===== src/rtl/adc_avg_bcd.sv =====
`default_nettype none
// ============================================================================
// Module      : adc_avg_bcd
// Description : Averages 2**N_LOG2 ADC samples per window on the selected
//               channel, then converts the average (in mV) to four packed BCD
//               digits with a sequential double-dabble converter.
// Revision    : 1.0 - initial release
// ----------------------------------------------------------------------------
// Ports
//   clk          in   1   system clock
//   reset        in   1   synchronous active-high reset
//   chan         in   3   currently selected ADC channel
//   result       in  12   ADC conversion code, 1 LSB = 1 mV
//   sample_valid in   1   strobe, result valid this cycle
//   avg          out 12   most recent window average
//   avg_chan     out  3   channel that avg / mv_bcd belongs to
//   mv_bcd       out 16   average as packed BCD, [15:12] = thousands
//   out_valid    out  1   strobe, mv_bcd / avg_chan newly updated
//   busy         out  1   BCD converter running
//   overrun      out  1   strobe, a completed window was discarded
// ============================================================================
module adc_avg_bcd #(
    parameter int N_LOG2 = 4
) (
    input  logic        clk,
    input  logic        reset,
    input  logic [2:0]  chan,
    input  logic [11:0] result,
    input  logic        sample_valid,
    output logic [11:0] avg,
    output logic [2:0]  avg_chan,
    output logic [15:0] mv_bcd,
    output logic        out_valid,
    output logic        busy,
    output logic        overrun
);

    localparam int c_ACC_W = 12 + N_LOG2;
    localparam int c_CNT_W = (N_LOG2 > 0) ? N_LOG2 : 1;
    localparam logic [c_CNT_W-1:0] c_CNT_LAST = c_CNT_W'((1 << N_LOG2) - 1);
    localparam logic [3:0] c_LAST_ITER = 4'd11;

    typedef enum logic [1:0] {
        S_IDLE  = 2'd0,
        S_LOAD  = 2'd1,
        S_SHIFT = 2'd2,
        S_DONE  = 2'd3
    } state_t;

    state_t               r_state;
    state_t               w_state_nxt;

    logic [c_ACC_W-1:0]   r_acc;
    logic [c_CNT_W-1:0]   r_cnt;
    logic                 r_clr;
    logic [2:0]           r_chan_q;
    logic [2:0]           r_win_chan;
    logic [11:0]          r_avg;
    logic [2:0]           r_avg_chan;
    logic [15:0]          r_mv_bcd;
    logic                 r_out_valid;
    logic                 r_overrun;
    logic [27:0]          r_sr;
    logic [3:0]           r_iter;

    logic                 w_chan_chg;
    logic                 w_accept;
    logic                 w_win_done;
    logic                 w_overrun_nxt;
    logic [c_ACC_W-1:0]   w_acc_base;
    logic [c_CNT_W-1:0]   w_cnt_base;
    logic [27:0]          w_sr_adj;
    logic [11:0]          w_win_avg;

    // A completed window keeps its full sum in r_acc for one more cycle so the
    // LOAD state can read it; r_clr makes the following cycle start from zero.
    assign w_chan_chg = (chan != r_chan_q);
    assign w_accept   = sample_valid && !w_chan_chg;
    assign w_acc_base = r_clr ? '0 : r_acc;
    assign w_cnt_base = r_clr ? '0 : r_cnt;
    assign w_win_done = w_accept && (w_cnt_base == c_CNT_LAST);
    assign w_win_avg  = 12'(r_acc >> N_LOG2);

    // Double-dabble correction: add 3 to every BCD digit >= 5 before shifting.
    always_comb begin
        w_sr_adj = r_sr;
        for (int d = 0; d < 4; d++) begin
            if (r_sr[12 + 4*d +: 4] >= 4'd5) begin
                w_sr_adj[12 + 4*d +: 4] = r_sr[12 + 4*d +: 4] + 4'd3;
            end
        end
    end

    always_comb begin
        w_state_nxt   = r_state;
        w_overrun_nxt = 1'b0;
        case (r_state)
            S_IDLE:  if (w_win_done) w_state_nxt = S_LOAD;
            S_LOAD:  w_state_nxt = S_SHIFT;
            S_SHIFT: if (r_iter == c_LAST_ITER) w_state_nxt = S_DONE;
            S_DONE:  w_state_nxt = S_IDLE;
            default: w_state_nxt = S_IDLE;
        endcase
        if (w_win_done && (r_state != S_IDLE)) begin
            w_overrun_nxt = 1'b1;
        end
    end

    always_ff @(posedge clk) begin
        if (reset) begin
            r_state     <= S_IDLE;
            r_acc       <= '0;
            r_cnt       <= '0;
            r_clr       <= 1'b0;
            r_chan_q    <= chan;
            r_win_chan  <= '0;
            r_avg       <= '0;
            r_avg_chan  <= '0;
            r_mv_bcd    <= '0;
            r_out_valid <= 1'b0;
            r_overrun   <= 1'b0;
            r_sr        <= '0;
            r_iter      <= '0;
        end else begin
            r_state     <= w_state_nxt;
            r_chan_q    <= chan;
            r_overrun   <= w_overrun_nxt;
            r_out_valid <= 1'b0;
            r_clr       <= w_win_done;

            if (w_chan_chg) begin
                r_acc <= '0;
                r_cnt <= '0;
            end else if (w_accept) begin
                r_acc <= w_acc_base + c_ACC_W'(result);
                r_cnt <= w_win_done ? '0 : w_cnt_base + 1'b1;
            end else begin
                r_acc <= w_acc_base;
                r_cnt <= w_cnt_base;
            end

            case (r_state)
                S_LOAD: begin
                    r_avg      <= w_win_avg;
                    r_sr       <= {16'd0, w_win_avg};
                    r_iter     <= '0;
                    r_win_chan <= r_chan_q;
                end
                S_SHIFT: begin
                    r_sr   <= {w_sr_adj[26:0], 1'b0};
                    r_iter <= r_iter + 4'd1;
                end
                S_DONE: begin
                    r_mv_bcd    <= r_sr[27:12];
                    r_avg_chan  <= r_win_chan;
                    r_out_valid <= 1'b1;
                end
                default: ;
            endcase
        end
    end

    assign avg       = r_avg;
    assign avg_chan  = r_avg_chan;
    assign mv_bcd    = r_mv_bcd;
    assign out_valid = r_out_valid;
    assign overrun   = r_overrun;
    assign busy      = (r_state != S_IDLE);

endmodule
`default_nettype wire


===== config.mk =====
export PLATFORM = sky130hd
export DESIGN_NAME = adc_avg_bcd
export DESIGN_NICKNAME = d
export VERILOG_FILES = /design/src/rtl/adc_avg_bcd.sv
export SDC_FILE = /design/constraint.sdc
export NUM_CORES = 1
export LEC_CHECK = 0
export ABC_AREA = 0
export CAP_MARGIN = 25
export CORE_MARGIN = 5
export CORE_UTILIZATION = 48
export DETAILED_ROUTE_END_ITERATION = 7
export PLACE_DENSITY = 0.78
export SETUP_SLACK_MARGIN = 0.15
export SLEW_MARGIN = 40
export SYNTH_ARGS = -nofsm -noshare
export SYNTH_HDL_FRONTEND = slang
export SYNTH_SLANG_ARGS = --single-unit

===== constraint.sdc =====
create_clock -name clk -period 3.04 [get_ports clk]
set_clock_uncertainty 0.2 [all_clocks]
set_input_delay 0.912 -clock clk [delete_from_list [all_inputs] [get_ports clk]]
set_output_delay 0.912 -clock clk [all_outputs]
set_load 0.05 [all_outputs]

==> metrics.cfg, run 1 <==
[logic_synthesis]
synth_compound_area_frac=0.149
ys_types=52
synthXorXnorAreaFrac=0.0343
synth_edf_count=0
syn_nets=563
synthTopCellsByArea=dfxtp_1 (41%), mux2i_1 (11%), ha_1 (7.3%), nor2_1 (6.9%), a21oi_1 (3.6%)
synth_seq_cells=94
synth_async_sr_flop_share=0
synth_adder_area_share=0.0778
synth.area.mux_share=0.109
synth_top_area_share=0.409
synth-simple-area-share=0.178
seq_area_frac_synth=0.409
ys_warn_count=0
syn-cell-area_sq_um=4600
synthFlopType=dfxtp_1
postSynthCellCount=517
synth_top_family_by_area=simple AND/OR/NAND/NOR gates
yosysTopAreaCell=dfxtp_1
synth.avg_cell_area_sq_um=8.89

[placed_design]
place_area_sq_um=5340
placedCellCount=695
io_buffer_count=51
dp_hpwl_mm=7.15
gp_congestion=0.909

[die]
io_pins=52
dieArea_sq_um=11600
rows=35
core_sq_um=9280
initial_core_util=0.495
die_y_um=108
die_w_um=108

[pwr]
clkPwrFrac=0.394
swShare=0.222
cellInternalPower_mw=1.76
pwr-share-seq=0.548
p_per_area_nw_per_um2=402
combPwrFrac=0.059
finalPower_mw=2.26
p_switching_mw=0.503
ir_worst_vdd_mv=0.225
leakagePower_nw=2.02

[sta]
setup-violations-final=0
setup_tns_ps=0
fin_crit_ps=2850
hold_viol=0
rsz0062_at_grt=yes
worst_slew_pin_slew_ps=710
maxSlewHeadroom=0.527
slew_viol_final=0
max_clock_freq_ghz=0.351
post-route-period-util=0.938

[route]
detail_route.wl_per_cell_um=13.9
totalWireLength_mm=9.91
drtAntennaViolNets=0
vias=3818
first_iter_violations=170
viasPerCell=5.34
first_pass_iters=4
drc=0

[clock_tree]
clk_pin_slew_worst_paths_ps=90
tritoncts=built
numCtsBuffers=9
cts.sinks=94
cts_max_level=3
clk_latency_ps=360
cts.path.max_buffers=2
cts-root-buf=clkbuf_8

[critical_path]
r2r_slack_ps=380
r2r-end=r_acc[12]
arrival_ps=2930
crit_path_max_fanout=4
critPathTopFamily=compound AO/OA/AOI/OAI gates
crit_type=in -> reg
path_cells=clkdlybuf4s50_1, ha_4, a21o_1, a21oi_1, buf_4, a211oi_2, o21ai_1, mux2_1, a211oi_1
critPathBufInv=2
required_ps=3120
cp-start-kind=input port
end_kind=flip-flop
reg2reg_depth=10
slowest_stage=clkdlybuf4s50_1
cpPeakStageDelay_ps=450
r2r_start=r_clr

[min_path]
hold_path_class=reg -> reg
hold_depth=2
holdPathEnd=r_sr[0]
hold_start=r_sr[0]

[global_route]
grt_max_degree=72
grt_pass1_vias=3556
grt.overflow.total=0
grt_pass1_wl_mm=16.2
antenna_found_initial=0
grt_use_total=0.170

[layout]
layout_common_cells=dfxtp_1 (94), nor2_1 (84), mux2i_1 (49)
area_delta_synth_final_pct=22.3
n_antenna_cell=0
drive_above_1_share=0.111
design_area_sq_um=5630
fin_cells=715
nets=628
layout_commonest_cell=dfxtp_1

[status]
status=completed

[flow_run]
cap_violations=0

kinds of logic (layout without fill, tap and decap cells):
| group | after synthesis | in the layout |
|---|---|---|
| buffers and inverters | 45 | 114 |
| and+or+nand+nor | 177 | 177 |
| xor gates and xnor gates | 18 | 18 |
| AOI/OAI and AO/OA | 105 | 105 |
| adders and majority gates | 28 | 28 |
| muxes | 50 | 50 |
| DFF | 94 | 94 |
per-stage QoR:
| stage | hold WS [ps] | util | setup slack, ps |
|---|---|---|---|
| global route | 296 | 0.606 | 125 |
| finish | 272 | 0.606 | 187 |
| detailed placement | 265 | 0.575 | -509 |
| CTS | 276 | 0.600 | 172 |
| global placement | 256 | 0.575 | -399 |
| floorplan | 241 | - | 158 |
final cells by class:
cell class	instances	area, sq um
fillers	817	3660
multi-input cells	378	2560
flip-flops and latches	94	1880
repair buffers	83	744
well taps	129	161
clock buffers	10	128
clock inverters	5	85.1
inverters	16	60.1
repair_timing:
item	CTS	global route
hold buffers	0	0
gates resized for setup	5	3
setup endpoints to repair	5	5
buffers inserted	1	4
pin swaps	4	4
layer usage:
layer  GRT usage  routed length (um)  vias up
met3      0.0216                 337       23
met1       0.208                4430     1795
met5           0                   0        -
li1            -                   -     1914
met2       0.300                4910       86
met4      0.0694                 227        0
power groups by stage:
stage	logic [mW]	registers [mW]	clock network (mW)
6_report	0.133	1.24	0.890
2_1_floorplan	0.0782	1.27	0
3_3_place_gp	0.126	1.27	0
3_5_place_dp	0.129	1.27	0
4_1_cts	0.130	1.24	0.902
5_1_grt	0.145	1.24	0.963
cells in the mapped netlist, types with 6 or more instances:
cell type	count
o21ai_0	17
nor2b_1	20
ha_1	27
inv_1	14
dfxtp_1	94
nand3_1	8
xnor2_1	13
a211oi_1	15
mux2i_1	49
a21oi_1	33
a22oi_1	9
nand2_1	30
nor2_1	85
clkbuf_1	20
nor3_1	10
nand2b_1	6
registers in the layout, indices dropped and copies added, names as in the netlist, 3 cells and up:
signal      count
avg            12
avg_chan        3
mv_bcd         16
r_acc          16
r_chan_q        3
r_cnt           4
r_iter          4
r_sr           28
r_win_chan      3
worst reg2reg max path: cells and delay by family, from the launching register on:
family          cells  cell delay, ps
simple gates        1             110
compound gates      6            1060
flops               1             410
buf+inv             2             440
fa+ha+maj           1             340
worst max path at each step:
| stage | startpoint | to | slack, ps | cells after the start |
|---|---|---|---|---|
| CTS | result[1] | r_acc[11] | 170 | 8 |
| global placement | result[0] | r_acc[8] | -400 | 10 |
| finish | result[3] | r_acc[11] | 190 | 9 |
| detailed placement | result[0] | r_acc[14] | -510 | 9 |
| global route | result[3] | r_acc[11] | 130 | 9 |
| floorplan | result[0] | r_acc[14] | 160 | 8 |
Note: power is estimated with default switching activity, not from simulation.
==> run 2: changes to the inputs <==
--- a/config.mk
+++ b/config.mk
@@ -8,9 +8,10 @@
 export ABC_AREA = 0
 export CAP_MARGIN = 25
 export CORE_MARGIN = 5
-export CORE_UTILIZATION = 48
+export CORE_UTILIZATION = 56
 export DETAILED_ROUTE_END_ITERATION = 7
-export PLACE_DENSITY = 0.78
+export HOLD_SLACK_MARGIN = 0.1
+export PLACE_DENSITY = 0.88
 export SETUP_SLACK_MARGIN = 0.15
 export SLEW_MARGIN = 40
 export SYNTH_ARGS = -nofsm -noshare
==> metrics.cfg, run 2 (synthesis results as in run 1) <==
[placed_design]
io_buffer_count=51  ; unchanged
place_area_sq_um=5310  ; -0.42%
gp_congestion=0.961  ; +5.7%
dp_hpwl_mm=7.46  ; +4.3%

[pwr]
leakagePower_nw=2.02  ; about the same
p_per_area_nw_per_um2=395  ; -1.7%
finalPower_mw=2.21  ; -2.4%
ir_worst_vdd_mv=0.266  ; +18%

[global_route]
grt_use_total=0.213  ; +0.0424
antenna_found_initial=0  ; unchanged
grt_max_degree=72  ; unchanged
grt_pass1_wl_mm=17.5  ; +8.1%
grt.overflow.total=0  ; unchanged
grt_pass1_vias=3873  ; +8.9%

[layout]
layout_commonest_cell=dfxtp_1
layout_common_cells=dfxtp_1 (94), nor2_1 (84), mux2i_1 (49)
n_antenna_cell=0  ; unchanged
largest_reg_flops=28  ; unchanged
area_delta_synth_final_pct=21.6
design_area_sq_um=5590  ; -0.62%
nets=628  ; unchanged
drive_above_1_share=0.121  ; +0.0100
fillCellCount=641  ; -22%
regMostFlops=r_sr

[sta]
setup-violations-final=0  ; unchanged
worst_slew_pin_slew_ps=726  ; +16.5 ps
rsz0062_at_grt=no
max_clock_freq_ghz=0.348  ; -0.74%
setup_tns_ps=0  ; unchanged
post-route-period-util=0.945  ; +0.00695
maxSlewHeadroom=0.516  ; -0.0110
hold_viol=0  ; unchanged
slew_viol_final=0  ; unchanged
fin_crit_ps=2870  ; +21.1 ps

[critical_path]
crit_type=in -> reg
r2r_start=r_clr
r2r_slack_ps=350  ; -30 ps
required_ps=3130  ; about the same
cp-start-kind=input port
reg2reg_depth=10  ; unchanged
cp-startpoint=result[3]
crit_path_end=r_acc[11]
r2r-end=r_acc[11]
path_cells=clkdlybuf4s50_1, ha_4, a21o_1, a21oi_2, buf_4, a211oi_2, o21ai_1, mux2_1, a211oi_1
slowest_stage=clkdlybuf4s50_1
end_kind=flip-flop
critPathBufInv=2  ; unchanged
crit_path_max_fanout=4  ; unchanged
cpPeakStageDelay_ps=510  ; +60 ps
path_depth=9  ; unchanged
arrival_ps=2960  ; +30 ps
critPathTopFamily=compound AO/OA/AOI/OAI gates

[status]
status=completed

[route]
drtAntennaViolNets=0  ; unchanged
drc=0  ; unchanged
vias=3905  ; +2.3%
viasPerCell=5.64  ; +5.7%
detail_route.wl_per_cell_um=15.2  ; +9.4%
first_iter_violations=215  ; +26%
totalWireLength_mm=10.5  ; +5.9%
first_pass_iters=4  ; unchanged

[clock_tree]
cts_max_level=3  ; unchanged
clk_latency_ps=370  ; about the same
cts.path.max_buffers=2  ; unchanged
numCtsBuffers=9  ; unchanged
cts-root-buf=clkbuf_8
tritoncts=built
clk_pin_slew_worst_paths_ps=90  ; about the same
cts.sinks=94  ; unchanged

[flow_run]
cap_violations=0  ; unchanged

[die]
die_w_um=101  ; -6.7%
initial_core_util=0.568  ; +0.0729
io_pins=52  ; unchanged
core_sq_um=8090  ; -13%
dieArea_sq_um=10100  ; -13%
die_y_um=101  ; -6.7%
rows=33  ; -5.7%

[min_path]
hold_path_class=reg -> reg

==> run 2: changes by cell type in the layout (fill, tap and decap cells not counted), sizes merged <==
cell | previous run | this run
bufinv | 2 | 1
clkinv | 3 | 5
==> run 2: area by class of cell <==
type / instances / area, sq um / share of cell area
sequential: 94 / 1880 / 0.337
clock inverter: 6 / 61.3 / 0.0110
tap: 105 / 131 / 0.0235
inverter: 16 / 60.1 / 0.0107
clock buffer: 10 / 138 / 0.0246
timing repair buffer: 83 / 744 / 0.133
multi-input combinational: 378 / 2570 / 0.460
==> run 2: what timing repair did <==
action                                  in CTS  in global routing
endpoints found under the setup margin       6                  5
pin swaps                                    5                  5
resized for setup                            4                  8
hold buffers                                 0                  0
setup buffers                                3                  1
==> run 2: worst min-delay path by stage <==
stage          cells after the start  startpoint       to
6_report                           2     r_sr[0]  r_sr[0]
5_1_grt                            2     r_sr[0]  r_sr[0]
4_1_cts                            2     r_sr[0]  r_sr[0]
3_5_place_dp                       2     r_sr[0]  r_sr[0]
3_3_place_gp                       2     r_sr[0]  r_sr[0]
2_1_floorplan                      2     r_sr[0]  r_sr[0]
==> run 2: layer usage <==
metal	up-vias	GRT usage	wire [um]
met1	1878	0.238	4370
met3	20	0.0422	444
li1	1917	-	-
met4	0	0.0746	172
met2	90	0.395	5500
met5	-	0	0
==> run 2: power by group <==
part / switching [mW] / internal [mW]
logic: 0.0733 / 0.0627
registers: 0.00371 / 1.23
clock network: 0.434 / 0.400
total: 0.511 / 1.70
==> run 2: worst register-to-register path: cells and delay by family (launching register included) <==
kind / cells / cell delay, ps
buffers and inverters: 2 / 370
multiplexers: 1 / 350
AO/OA/AOI/OAI: 5 / 820
AND/OR/NAND/NOR: 1 / 270
flip-flops: 1 / 350
adder cells (fa/ha/maj): 1 / 260
==> run 2: per-stage QoR <==
stage               cells  utilization  hold WS (ps)  setup WS [ps]
floorplan             517            -           241            158
global placement      672        0.656           255           -393
detailed placement    672        0.657           259           -507
CTS                   691        0.685           271            157
global route          692        0.691           294            107
finish                692        0.691           266            166
